[src/rtl/tdc_multihit_combiner.sv]
// tdc_multihit_combiner: merges start/stop fine times and a coarse clk_i count into one absolute time per stop hit
module tdc_multihit_combiner #(
  parameter int DATA_W      = 28,
  parameter int TIME_W      = 64,
  parameter int PRECISION   = 40,
  parameter int CLKTIME     = 25000,
  parameter int MAX_HITS    = 4,
  parameter int CNT_W       = 32,
  parameter int TIMEOUT_CNT = 40000,
  parameter int SUB_STOP    = 0
) (
  input  logic              clk,
  input  logic              reset,
  input  logic              clk_i,
  input  logic              start,
  input  logic              stop,
  input  logic              TDC_stop,
  input  logic              AluTriger,
  input  logic [DATA_W-1:0] data_in,
  input  logic              abort,
  input  logic              out_ready,
  output logic              out_valid,
  output logic [TIME_W-1:0] timedata,
  output logic [3:0]        hit_idx,
  output logic              timeout,
  output logic              overrun,
  output logic              busy
);
  typedef enum logic [2:0] {IDLE, WAIT_T1, ARMED, WAIT_T2, EMIT} state_t;
  state_t state_q, state_d;
  logic [2:0] start_s_q, start_s_d, stop_s_q, stop_s_d, clki_s_q, clki_s_d;
  logic start_pend_q, start_pend_d, stop_pend_q, stop_pend_d;
  logic tdc_seen_q, tdc_seen_d, tmo_q, tmo_d;
  logic [TIME_W-1:0] f1_q, f1_d, f2_q, f2_d;
  logic [CNT_W-1:0] cnt_q, cnt_d;
  logic [3:0] hit_q, hit_d;
  logic out_valid_q, out_valid_d, timeout_q, timeout_d, overrun_q, overrun_d;
  logic [TIME_W-1:0] timedata_q, timedata_d;
  logic [3:0] hit_idx_q, hit_idx_d;
  logic start_p, stop_p, clki_p, tdc_ok, emit, load;
  logic [TIME_W-1:0] fine, coarse, pos, result;
  assign start_p = start_s_q[1] & ~start_s_q[2];
  assign stop_p  = stop_s_q[1] & ~stop_s_q[2];
  assign clki_p  = clki_s_q[1] & ~clki_s_q[2];
  assign tdc_ok  = tdc_seen_q | TDC_stop;
  assign fine    = TIME_W'(data_in) * TIME_W'(PRECISION);
  assign coarse  = TIME_W'(cnt_q) * TIME_W'(CLKTIME);
  assign pos     = f1_q + coarse;
  assign result  = tmo_q ? coarse : (SUB_STOP != 0) ? ((pos < f2_q) ? '0 : pos - f2_q) : pos + f2_q;
  assign out_valid = out_valid_q;
  assign timedata  = timedata_q;
  assign hit_idx   = hit_idx_q;
  assign timeout   = timeout_q;
  assign overrun   = overrun_q;
  assign busy      = state_q != IDLE;
  // next-state: sync shift, fine capture, coarse count, sequencing, abort override and output handshake
  always_comb begin
    start_s_d = {start_s_q[1:0], start};
    stop_s_d = {stop_s_q[1:0], stop};
    clki_s_d = {clki_s_q[1:0], clk_i};
    state_d = state_q;
    start_pend_d = start_pend_q;
    stop_pend_d = stop_pend_q;
    tdc_seen_d = tdc_seen_q | TDC_stop;
    tmo_d = tmo_q;
    f1_d = f1_q;
    f2_d = f2_q;
    hit_d = hit_q;
    cnt_d = (clki_p && (state_q == ARMED || state_q == WAIT_T2) && cnt_q != '1) ? cnt_q + CNT_W'(1) : cnt_q;
    if (AluTriger && start_pend_q) begin
      f1_d = fine;
      start_pend_d = 1'b0;
    end else if (AluTriger && stop_pend_q) begin
      f2_d = fine;
      stop_pend_d = 1'b0;
    end
    case (state_q)
      IDLE: if (start_p) begin
        state_d = WAIT_T1;
        start_pend_d = 1'b1;
        stop_pend_d = 1'b0;
        tdc_seen_d = 1'b0;
        tmo_d = 1'b0;
        cnt_d = '0;
        hit_d = '0;
      end
      WAIT_T1: if (tdc_ok && (!start_pend_q || AluTriger)) state_d = ARMED;
      ARMED: if (cnt_q >= CNT_W'(TIMEOUT_CNT)) begin
        state_d = EMIT;
        tmo_d = 1'b1;
      end else if (stop_p) begin
        state_d = WAIT_T2;
        stop_pend_d = 1'b1;
        tdc_seen_d = 1'b0;
      end
      WAIT_T2: if (tdc_ok && (!stop_pend_q || AluTriger)) state_d = EMIT;
      EMIT: if (tmo_q || hit_q == 4'(MAX_HITS - 1)) state_d = IDLE;
      else begin
        state_d = ARMED;
        hit_d = hit_q + 4'd1;
      end
      default: state_d = IDLE;
    endcase
    if (abort && state_q != IDLE) begin
      state_d = IDLE;
      start_pend_d = 1'b0;
      stop_pend_d = 1'b0;
    end
    emit = state_q == EMIT && !abort;
    load = emit && (!out_valid_q || out_ready);
    overrun_d = overrun_q | (emit & ~load);
    out_valid_d = load | (out_valid_q & ~out_ready);
    timedata_d = load ? result : timedata_q;
    hit_idx_d = load ? hit_q : hit_idx_q;
    timeout_d = load ? tmo_q : timeout_q;
  end
  // state register with synchronous reset
  always_ff @(posedge clk) begin
    if (reset) begin
      state_q <= IDLE;
      start_s_q <= '0;
      stop_s_q <= '0;
      clki_s_q <= '0;
      start_pend_q <= 1'b0;
      stop_pend_q <= 1'b0;
      tdc_seen_q <= 1'b0;
      tmo_q <= 1'b0;
      f1_q <= '0;
      f2_q <= '0;
      cnt_q <= '0;
      hit_q <= '0;
      out_valid_q <= 1'b0;
      timedata_q <= '0;
      hit_idx_q <= '0;
      timeout_q <= 1'b0;
      overrun_q <= 1'b0;
    end else begin
      state_q <= state_d;
      start_s_q <= start_s_d;
      stop_s_q <= stop_s_d;
      clki_s_q <= clki_s_d;
      start_pend_q <= start_pend_d;
      stop_pend_q <= stop_pend_d;
      tdc_seen_q <= tdc_seen_d;
      tmo_q <= tmo_d;
      f1_q <= f1_d;
      f2_q <= f2_d;
      cnt_q <= cnt_d;
      hit_q <= hit_d;
      out_valid_q <= out_valid_d;
      timedata_q <= timedata_d;
      hit_idx_q <= hit_idx_d;
      timeout_q <= timeout_d;
      overrun_q <= overrun_d;
    end
  end
endmodule
[config.mk]
export PLATFORM = sky130hd
export DESIGN_NAME = tdc_multihit_combiner
export DESIGN_NICKNAME = d
export VERILOG_FILES = /design/src/rtl/tdc_multihit_combiner.sv
export SDC_FILE = /design/constraint.sdc
export NUM_CORES = 1
export LEC_CHECK = 0
export ABC_AREA = 1
export CAP_MARGIN = 20
export CORE_ASPECT_RATIO = 0.6
export CORE_MARGIN = 4
export CORE_UTILIZATION = 41
export DETAILED_ROUTE_END_ITERATION = 8
export GPL_ROUTABILITY_DRIVEN = 0
export PLACE_DENSITY = 0.56
export SYNTH_ARGS = -nofsm -noshare
export SYNTH_HDL_FRONTEND = slang
export SYNTH_SLANG_ARGS = --single-unit
export TNS_END_PERCENT = 1
[constraint.sdc]
create_clock -name clk -period 8.1 [get_ports clk]
set_input_delay 1.215 -clock clk [delete_from_list [all_inputs] [get_ports clk]]
set_output_delay 1.215 -clock clk [all_outputs]
set_load 0.05 [all_outputs]
==> Flow_metrics.wiki, run 1 <==
{| class="wikitable"
! Metric !! Value
|-
| Maximum Capacitance Violations || 0
|-
| Synthesized area divided by synthesized cell count || 7.150 um^2
|-
| Number of resized instances in the post-cts repair step || 0
|-
| Critical path capture point type || register
|-
| Net total in the final layout || 3,297
|-
| CP Depth || 33
|-
| Slew Viols, Final || 0
|-
| Internal power || 1.471 mW
|-
| Via count || 17,980
|-
| Cell seen most often among critical-path stages || inv_1
|-
| CTS H-Tree Depth || 4
|-
| Number of sinks driven by the clock tree || 166
|-
| Hold path startpoint || stop_s_q[0]$_SDFF_PP0_
|-
| Post-route cell area || 21,970 um^2
|-
| Number of global-route vias before repair || 17,390
|-
| Post-placement setup slack || 939.7 ps
|-
| Synth Cell Area || 19,880 um^2
|-
| Initial standard-cell utilization of the core || 0.4153
|-
| Aggregate negative setup slack || 0 ps
|-
| Count of mapped cells out of synthesis || 2,780
|-
| Antenna diode count || 0
|-
| Async set-reset flop share out of synthesis || 0
|-
| Fmax || 134.3 MHz
|-
| Antenna violations before repair || 0
|-
| Number of primary I/O pins || 109
|-
| Net switching power || 867.2 uW
|-
| Critical Path RT || 8470 ps
|-
| Dominant combinational cell family by area after synthesis || adder cells
|-
| Critical Path End || timedata[41]$_SDFFE_PP0P_
|-
| Sum of buffers and inverters on the critical path || 8
|-
| Die W || 292.3 um
|-
| Area added between synthesis and finish || 10.54%
|-
| Status || completed
|-
| Total power per unit cell area || 106.4 nW/um^2
|-
| Largest net degree at the start of global routing || 71
|-
| Clock skew || 18.09 ps
|-
| I/O Buffers || 89
|-
| Hpwl dp || 50.34 mm
|-
| Wire length of the first global-routing pass || 95.80 mm
|-
| Routed via count divided by cell count || 5.134
|-
| Design Power || 2.338 mW
|-
| Data arrival at the endpoint of the critical path || 7810 ps
|-
| Post-CTS setup buffer count || 0
|-
| Number of different library cells in the post-synthesis netlist || 56
|-
| Worst hold margin || 413.0 ps
|-
| Clock root buffer || clkbuf_16
|-
| Seq pwr share || 0.369
|-
| Clock transition at the register clock pins on the worst setup and hold paths after CTS || 90 ps
|-
| #FFs+latches synth || 166
|-
| Share of the clock period used by the worst path after layout || 0.9196
|-
| Worst slew margin relative to its limit || 0.1104
|-
| Clk pwr share || 0.368
|-
| Endpoint of the lowest-slack register-to-register path || timedata[41]$_SDFFE_PP0P_
|-
| Fraction of layout cells with a size suffix above 1 || 0.05765
|-
| Main synth FF type || dfxtp_1
|-
| Clk Latency, worst-skew pair || 470 ps
|-
| Post-synth top area share || 0.1712
|-
| Remaining design rule violation count || 0
|-
| Number of enable-type register cells in the synthesized netlist || 0
|-
| Total congestion overflow after global routing || 0
|-
| Overall Global Routing Usage || 0.2337
|-
| Share of synthesized cell area in and, or, nand and nor gates || 0.2298
|-
| Cell taking the most area after synthesis || ha_1
|-
| Worst-path cell with the longest stage delay || o21ai_0
|-
| Cts-stage hold buffer count || 0
|-
| Most common cell after layout, fill and taps aside || inv_1
|-
| Max clock buf depth || 2
|-
| Crit path launch type || register
|-
| Peak supply drop || 0.1365 mV
|-
| Worst-case reg-to-reg path depth || 33
|-
| Top library cells by usage in the layout, fill and taps aside || 598 x inv_1, 505 x nand2_1, 272 x ha_1
|-
| Maximum net fanout on the critical path || 7
|-
| Adder and majority cell fraction of the synthesized area || 0.3112
|-
| Post-layout worst setup margin || 651.6 ps
|-
| Count of yosys warnings during synthesis || 0
|-
| Type of the worst setup path || register to register
|-
| Largest delay contributor family on the critical path || adder cells
|-
| Core Area || 47,860 um^2
|-
| Number of CTS-inserted buffers || 17
|-
| Xor and xnor fraction of the mapped netlist area || 0.03922
|-
| Synth top area cells || ha_1 17%, dfxtp_1 17%, fa_1 14%
|-
| Total Die Area || 52,180 um^2
|-
| Switching share of power || 0.3709
|-
| Multiplexer area fraction after synthesis || 0
|-
| Count of TritonRoute iterations in the first routing pass || 6
|-
| Final Hold Vio Count || 0
|-
| Static leakage power || 11.69 nW
|-
| Detailed Route WL || 60.81 mm
|-
| Fill cell count || 4,875
|-
| Critical R2R Launch || cnt_q[13]$_SDFF_PP0_
|-
| Sequential fraction of the synthesis area || 0.1672
|-
| CTS tree || done
|-
| Logic gate share of total power || 0.263
|-
| Unrepaired setup endpoints after global routing || no
|-
| Register-to-Register Setup Slack || 650 ps
|-
| Area fraction in compound gates after synthesis || 0.1187
|-
| Maximum single-stage delay on the critical path || 540 ps
|-
| Post-Place Cell Area || 21,380 um^2
|-
| Average wire per standard cell || 17.36 um
|-
| Std-Cell Rows || 62
|-
| Number of routed nets with antenna violations || 0
|-
| Transition time of the tightest slew-check pin || 1322 ps
|-
| Number of failing setup endpoints in the final timing report || 0
|-
| Startpoint of the most critical setup path || cnt_q[13]$_SDFF_PP0_
|-
| Starting DRC count in detailed routing || 1,668
|-
| Die Height || 178.6 um
|-
| Type of the worst min-delay path || register to register
|-
| Clock period minus worst slack || 7448 ps
|}
==> area by class of cell <==
type	instances	area, um^2	area share
clock buffer	18	439.2	0.01999
timing repair buffer	98	953.4	0.04339
multi-input combinational	1947	13980	0.6361
tap	640	800.8	0.03644
sequential	166	3323	0.1512
clock inverter	14	155.1	0.007061
inverter	619	2323	0.1057
==> worst min-delay path by stage <==
stage,end,cells after the start
global placement,start_s_q[1]$_SDFF_PP0_,2
CTS,stop_s_q[1]$_SDFF_PP0_,2
finish,stop_s_q[1]$_SDFF_PP0_,2
global route,start_s_q[1]$_SDFF_PP0_,2
detailed placement,start_s_q[1]$_SDFF_PP0_,2
floorplan,clki_s_q[1]$_SDFF_PP0_,2
==> per-stage QoR <==
step / std cells / util
after CTS: 3502 / 0.4591
after floorplan: 2798 / -
after detailed placement: 3470 / 0.4466
after global routing: 3502 / 0.4591
after global placement: 3470 / 0.4466
final: 3502 / 0.4591
==> cell families after synthesis <==
| group | after synthesis |
|---|---|
| AO/OA/AOI/OAI | 410 |
| XOR/XNOR | 89 |
| adder cells (fa/ha/maj) | 411 |
| buffers and inverters | 685 |
| flip-flops | 166 |
| other | 1 |
| AND/OR/NAND/NOR | 1018 |
==> worst reg2reg max path, delay by kind of cell (launching register included) <==
family / cells / cell delay [ps]
adder cells (fa/ha/maj): 8 / 3500
flip-flops: 1 / 500
AO/OA/AOI/OAI: 3 / 820
buffers and inverters: 8 / 480
AND/OR/NAND/NOR: 13 / 1690
XOR/XNOR: 1 / 340
==> power groups by stage <==
| stage | combinational, mW | clock [mW] | sequential (mW) |
|---|---|---|---|
| 3_5_place_dp | 0.608 | 0 | 0.883 |
| 2_1_floorplan | 0.444 | 0 | 0.883 |
| 6_report | 0.615 | 0.860 | 0.864 |
| 5_1_grt | 0.692 | 0.904 | 0.867 |
| 3_3_place_gp | 0.597 | 0 | 0.882 |
| 4_1_cts | 0.612 | 0.875 | 0.863 |
==> sequential cells by signal, summed over array words and instances, names as in the netlist <==
signal,cells
stop_pend_q,1
hit_idx,4
hit_q,4
clki_s_q,3
state_q,3
tmo_q,1
tdc_seen_q,1
f2_q,31
overrun,1
timeout,1
stop_s_q,3
timedata,45
f1_q,31
cnt_q,32
start_pend_q,1
out_valid,1
start_s_q,3
==> synthesized netlist by cell type, drive strengths merged, types with 3 or more instances <==
| master | number |
|---|---|
| buf | 27 |
| nand3b | 5 |
| and2 | 5 |
| or2 | 11 |
| dfxtp | 166 |
| nand3 | 121 |
| clkbuf | 39 |
| o21a | 8 |
| xnor2 | 32 |
| a21boi | 5 |
| a31o | 3 |
| nand4 | 26 |
| fa | 139 |
| ha | 272 |
| o21bai | 15 |
| o211ai | 31 |
| nor2 | 253 |
| a21oi | 165 |
| a211oi | 13 |
| inv | 613 |
| o21ai | 126 |
| a31oi | 25 |
| a21o | 11 |
| xor2 | 57 |
| nor4 | 18 |
| nand2 | 547 |
| clkinv | 6 |
| nor3 | 30 |
==> metal layers <==
metal | wire length [um] | track usage | up-vias
li1 | - | - | 8843
met1 | 31720 | 0.3680 | 8400
met2 | 21610 | 0.3049 | 685
met3 | 6540 | 0.07554 | 48
met4 | 776 | 0.03709 | 2
met5 | 161 | 0.02251 | -
Power figures use the tool's default switching activity.
==> run 2, diff against run 1 <==
CORE_MARGIN = 1.5   (was 4)
GPL_TIMING_DRIVEN = 0   (was unset)
REMOVE_ABC_BUFFERS = 1   (was unset)
==> run 2 against run 1 <==
  * Sequential power barely moved
  * Die area fell by 4.5%
  * Cell area rose by 0.43%
  * Global-route usage rose by 1.2 points
  * Highest routed layer is now met4
==> Flow_metrics.wiki, run 2 (synthesis results as in run 1) <==
{| class="wikitable"
! Metric !! Value
|-
| Die W || 287.3 um (-1.7%)
|-
| Critical path capture point type || register
|-
| Post-placement setup slack || 955.1 ps (+15.48 ps)
|-
| Clock skew || 21.72 ps (+3.637 ps)
|-
| Fmax || 135.9 MHz (+1.2%)
|-
| Worst-path cell with the longest stage delay || fa_1
|-
| Net switching power || 870.9 uW (+0.43%)
|-
| Wire length of the first global-routing pass || 95.23 mm (-0.59%)
|-
| Crit path launch type || register
|-
| Number of primary I/O pins || 109 (unchanged)
|-
| Fraction of layout cells with a size suffix above 1 || 0.05802 (+0.0003697)
|-
| Total power per unit cell area || 106.0 nW/um^2 (-0.42%)
|-
| Seq pwr share || 0.370 (about the same)
|-
| Number of flip-flops in the largest register || 45 (unchanged)
|-
| Number of resized instances in the post-cts repair step || 0 (unchanged)
|-
| Share of the clock period used by the worst path after layout || 0.9083 (-0.01130)
|-
| Number of CTS-inserted buffers || 17 (unchanged)
|-
| Overall Global Routing Usage || 0.2459 (+0.01215)
|-
| Status || completed
|-
| Clk pwr share || 0.362 (-0.006)
|-
| Maximum Capacitance Violations || 0 (unchanged)
|-
| CTS H-Tree Depth || 4 (unchanged)
|-
| Clock period minus worst slack || 7357 ps (-91.53 ps)
|-
| Internal power || 1.467 mW (-0.24%)
|-
| Post-CTS setup buffer count || 0 (unchanged)
|-
| Most common cell after layout, fill and taps aside || inv_1
|-
| Logic gate share of total power || 0.268 (+0.005)
|-
| Type of the worst setup path || register to register
|-
| Design Power || 2.338 mW (about the same)
|-
| I/O Buffers || 89 (unchanged)
|-
| Switching share of power || 0.3725 (+0.001557)
|-
| Maximum net fanout on the critical path || 7 (unchanged)
|-
| Starting DRC count in detailed routing || 1,565 (-6.2%)
|-
| Net total in the final layout || 3,296 (-0.030%)
|-
| Std-Cell Rows || 62 (unchanged)
|-
| Cts-stage hold buffer count || 0 (unchanged)
|-
| Clock transition at the register clock pins on the worst setup and hold paths after CTS || 80 ps (about the same)
|-
| Max clock buf depth || 2 (unchanged)
|-
| Core Area || 47,860 um^2 (unchanged)
|-
| Total Die Area || 49,850 um^2 (-4.5%)
|-
| Hpwl dp || 50.11 mm (-0.46%)
|-
| Critical Path RT || 8430 ps (-40 ps)
|-
| CTS tree || done
|-
| Number of routed nets with antenna violations || 0 (unchanged)
|-
| Aggregate negative setup slack || 0 ps (unchanged)
|-
| Antenna violations before repair || 0 (unchanged)
|-
| Worst slew margin relative to its limit || 0.3055 (+0.1950)
|-
| Unrepaired setup endpoints after global routing || no
|-
| Post-layout worst setup margin || 743.2 ps (+91.53 ps)
|-
| Maximum single-stage delay on the critical path || 530 ps (about the same)
|-
| Static leakage power || 11.72 nW (+0.26%)
|-
| Clock root buffer || clkbuf_16
|-
| Initial standard-cell utilization of the core || 0.4153 (unchanged)
|-
| Largest net degree at the start of global routing || 53 (-25%)
|-
| Top library cells by usage in the layout, fill and taps aside || 598 x inv_1, 503 x nand2_1, 272 x ha_1
|-
| Routed via count divided by cell count || 5.101 (-0.64%)
|-
| Transition time of the tightest slew-check pin || 1032 ps (-289.8 ps)
|-
| Clk Latency, worst-skew pair || 480 ps (about the same)
|-
| Via count || 17,860 (-0.67%)
|-
| Largest delay contributor family on the critical path || adder cells
|-
| Antenna diode count || 0 (unchanged)
|-
| Sum of buffers and inverters on the critical path || 7 (-1)
|-
| Number of sinks driven by the clock tree || 166 (unchanged)
|-
| Die Height || 173.6 um (-2.8%)
|-
| Cell seen most often among critical-path stages || inv_1
|-
| Worst hold margin || 408.8 ps (-4.177 ps)
|-
| Remaining design rule violation count || 0 (unchanged)
|-
| Type of the worst min-delay path || register to register
|-
| Final Hold Vio Count || 0 (unchanged)
|-
| Fill cell count || 4,868 (-0.14%)
|-
| Peak supply drop || 0.1455 mV (+6.6%)
|-
| Total congestion overflow after global routing || 0 (unchanged)
|-
| Data arrival at the endpoint of the critical path || 7690 ps (-120 ps)
|-
| Slew Viols, Final || 0 (unchanged)
|-
| Detailed Route WL || 59.59 mm (-2.0%)
|-
| Average wire per standard cell || 17.02 um (-2.0%)
|-
| Number of failing setup endpoints in the final timing report || 0 (unchanged)
|-
| Count of TritonRoute iterations in the first routing pass || 7 (+1)
|-
| Area added between synthesis and finish || 11.02%
|-
| Register-to-Register Setup Slack || 740 ps (+90 ps)
|-
| Number of global-route vias before repair || 17,000 (-2.2%)
|}
-- run 2: cell count changes in the layout (fill, tap and decap cells not counted), moves of 2 or more --
cell	before	now
nand2_2	35	37
buf_16	0	2
nand2_1	505	503
inv_6	2	4
buf_4	9	0
buf_12	0	4
clkinv_4	5	3
buf_8	0	2
-- run 2: area by class of cell --
| class | count | area [um^2] | area share |
|---|---|---|---|
| multi-input combinational | 1947 | 13980 | 0.6336 |
| sequential | 166 | 3324 | 0.1507 |
| inverter | 619 | 2323 | 0.1053 |
| timing repair buffer | 97 | 1051 | 0.04763 |
| tap | 640 | 800.8 | 0.03629 |
| clock buffer | 18 | 429.2 | 0.01945 |
| clock inverter | 14 | 155.1 | 0.007031 |
-- run 2: worst min-delay path, stage by stage (launching register included) --
cell	delay (ps)
dfxtp_1	300
inv_1	40
nor2_1	30
-- run 2: worst paths after layout --
kind | from | endpoint | cells past startpoint
worst max-delay path | cnt_q[13]$_SDFF_PP0_ | timedata[37]$_SDFFE_PP0P_ | 31
worst min-delay path | stop_s_q[0]$_SDFF_PP0_ | stop_s_q[1]$_SDFF_PP0_ | 2
worst max register to register | cnt_q[13]$_SDFF_PP0_ | timedata[37]$_SDFFE_PP0P_ | 31
worst min register to register | stop_s_q[0]$_SDFF_PP0_ | stop_s_q[1]$_SDFF_PP0_ | 2
-- run 2: power by group through the flow --
stage / clock, mW / combinational [mW] / sequential [mW]
6_report: 0.847 / 0.626 / 0.866
4_1_cts: 0.871 / 0.623 / 0.866
2_1_floorplan: 0 / 0.425 / 0.886
3_5_place_dp: 0 / 0.619 / 0.885
5_1_grt: 0.899 / 0.699 / 0.870
3_3_place_gp: 0 / 0.599 / 0.886
-- run 2: metal layers --
| metal | up-vias | GRT usage | routed length [um] |
|---|---|---|---|
| met1 | 8392 | 0.3965 | 31730 |
| met5 | - | 0 | 0 |
| met2 | 605 | 0.3218 | 21650 |
| met4 | 0 | 0.03268 | 367 |
| li1 | 8830 | - | - |
| met3 | 30 | 0.06803 | 5841 |
-- run 2: per-stage QoR --
| stage | instance area (um^2) | cells | util |
|---|---|---|---|
| CTS | 22050 | 3500 | 0.4607 |
| floorplan | 19610 | 2732 | - |
| finish | 22070 | 3501 | 0.4610 |
| global placement | 21300 | 3461 | 0.4451 |
| detailed placement | 21470 | 3468 | 0.4485 |
| global route | 22070 | 3501 | 0.4610 |
==> run 3, diff against run 2 <==
CTS_CLUSTER_DIAMETER = 120   (was unset)
MAX_ROUTING_LAYER = met4   (was unset)
==> run 3 against run 2 <==
  * Clock skew is 2.2 ps lower
  * Core utilization is the same
  * Power about the same
  * Critical path depth is the same
  * Non-clock buffer count did not move
  * Highest routed layer unchanged
==> Flow_metrics.wiki, run 3 (synthesis results as in run 1) <==
{| class="wikitable"
! Metric !! Value
|-
| Remaining design rule violation count || 0 (unchanged)
|-
| Wire length of the first global-routing pass || 95.24 mm (about the same)
|-
| Number of failing setup endpoints in the final timing report || 0 (unchanged)
|-
| Hpwl dp || 50.11 mm (unchanged)
|-
| Critical Path RT || 8430 ps (about the same)
|-
| CTS H-Tree Depth || 4 (unchanged)
|-
| Die W || 287.3 um (unchanged)
|-
| Clock transition at the register clock pins on the worst setup and hold paths after CTS || 70 ps (about the same)
|-
| Antenna violations before repair || 0 (unchanged)
|-
| Number of primary I/O pins || 109 (unchanged)
|-
| Unrepaired setup endpoints after global routing || no
|-
| Slew Viols, Final || 0 (unchanged)
|-
| Maximum net fanout on the critical path || 7 (unchanged)
|-
| Number of resized instances in the post-cts repair step || 0 (unchanged)
|-
| Status || completed
|-
| Maximum single-stage delay on the critical path || 530 ps (about the same)
|-
| Die Height || 173.6 um (unchanged)
|-
| Worst slew margin relative to its limit || 0.3062 (+0.0007340)
|-
| Number of global-route vias before repair || 16,990 (-0.071%)
|-
| Number of CTS-inserted buffers || 17 (unchanged)
|-
| Final Hold Vio Count || 0 (unchanged)
|-
| Overall Global Routing Usage || 0.2534 (+0.007500)
|-
| Post-placement setup slack || 955.1 ps (unchanged)
|-
| Cts-stage hold buffer count || 0 (unchanged)
|-
| Clk Latency, worst-skew pair || 480 ps (about the same)
|-
| Type of the worst setup path || register to register
|-
| Peak supply drop || 0.1450 mV (-0.32%)
|-
| Area added between synthesis and finish || 11.02% (unchanged)
|-
| Cell seen most often among critical-path stages || inv_1
|-
| Max clock buf depth || 2 (unchanged)
|-
| Clock skew || 19.49 ps (-2.233 ps)
|-
| Number of routed nets with antenna violations || 0 (unchanged)
|-
| Critical path capture point type || register
|-
| Post-layout worst setup margin || 727.3 ps (-15.82 ps)
|-
| Clock period minus worst slack || 7373 ps (+15.82 ps)
|-
| Aggregate negative setup slack || 0 ps (unchanged)
|-
| Net total in the final layout || 3,296 (unchanged)
|-
| Post-CTS setup buffer count || 0 (unchanged)
|-
| Starting DRC count in detailed routing || 1,579 (+0.89%)
|-
| Final standard cell utilization of the core || 0.4610 (unchanged)
|-
| Type of the worst min-delay path || register to register
|-
| Most common cell after layout, fill and taps aside || inv_1
|-
| Std-Cell Rows || 62 (unchanged)
|-
| Detailed Route WL || 59.61 mm (about the same)
|-
| Fmax || 135.6 MHz (-0.21%)
|-
| Count of TritonRoute iterations in the first routing pass || 6 (-1)
|-
| Core Area || 47,860 um^2 (unchanged)
|-
| Transition time of the tightest slew-check pin || 1031 ps (-1.091 ps)
|-
| Routed via count divided by cell count || 5.099 (about the same)
|-
| Largest net degree at the start of global routing || 53 (unchanged)
|-
| Static leakage power || 11.72 nW (unchanged)
|-
| Average wire per standard cell || 17.03 um (about the same)
|-
| Number of flip-flops in the largest register || 45 (unchanged)
|-
| Maximum Capacitance Violations || 0 (unchanged)
|-
| Worst-path cell with the longest stage delay || fa_1
|-
| Total congestion overflow after global routing || 0 (unchanged)
|-
| Via count || 17,850 (-0.034%)
|-
| Number of sinks driven by the clock tree || 166 (unchanged)
|-
| CTS tree || done
|-
| Fraction of layout cells with a size suffix above 1 || 0.05802 (unchanged)
|-
| Crit path launch type || register
|-
| Total power per unit cell area || 105.9 nW/um^2 (about the same)
|-
| Initial standard-cell utilization of the core || 0.4153 (unchanged)
|-
| Share of the clock period used by the worst path after layout || 0.9102 (+0.001953)
|-
| Total Die Area || 49,850 um^2 (unchanged)
|-
| Antenna diode count || 0 (unchanged)
|-
| Data arrival at the endpoint of the critical path || 7700 ps (about the same)
|-
| Clock root buffer || clkbuf_16
|-
| Combined area of the multi-input logic cells || 13,980 um^2 (unchanged)
|-
| Fill cell count || 4,868 (unchanged)
|-
| I/O Buffers || 89 (unchanged)
|-
| Register-to-Register Setup Slack || 730 ps (-20 ps)
|-
| Register Area || 3324 um^2 (unchanged)
|-
| Top library cells by usage in the layout, fill and taps aside || 598 x inv_1, 503 x nand2_1, 272 x ha_1
|}
run 3: report_power, final:
group	internal, mW	switching, mW	leakage, nW
clock network	0.414	0.431	0.286
registers	0.840	0.0259	1.34
logic	0.213	0.413	10.1
run 3: layout make-up:
type,count,area share
Clock buffer,18,0.01945
Clock inverter,14,0.007031
Inverter,619,0.1053
Multi-Input combinational cell,1947,0.6336
Sequential cell,166,0.1507
Tap cell,640,0.03629
Timing Repair Buffer,97,0.04763
run 3: routing by layer:
layer	up-vias	wire length, um	track usage
li1	8836	-	-
met1	8382	31760	0.3976
met2	607	21650	0.3219
met3	26	5872	0.06789
met4	0	327	0.02982
met5	-	0	-
run 3: worst paths after layout:
| path | start | to | depth (start not counted) |
|---|---|---|---|
| min reg2reg | stop_s_q[0]$_SDFF_PP0_ | stop_s_q[1]$_SDFF_PP0_ | 2 |
| min | stop_s_q[0]$_SDFF_PP0_ | stop_s_q[1]$_SDFF_PP0_ | 2 |
| max reg2reg | cnt_q[13]$_SDFF_PP0_ | timedata[37]$_SDFFE_PP0P_ | 31 |
| max | cnt_q[13]$_SDFF_PP0_ | timedata[37]$_SDFFE_PP0P_ | 31 |
run 3: through the flow:
step	instance area (um^2)	power (mW)	hold WS [ps]	std cells
2_1_floorplan	19610	1.311	388.3	2732
4_1_cts	22050	2.360	413.9	3500
3_3_place_gp	21300	1.485	400.9	3461
3_5_place_dp	21470	1.503	400.6	3468
5_1_grt	22070	2.470	425.7	3501
6_report	22070	2.338	408.7	3501
run 3: worst max-delay path, delay by kind of cell (launching register included):
kind | cells | cell delay [ps]
fa+ha+maj | 8 | 3510
flops | 1 | 510
simple gates | 11 | 1500
buf+inv | 7 | 400
compound gates | 3 | 720
xor+xnor | 2 | 590
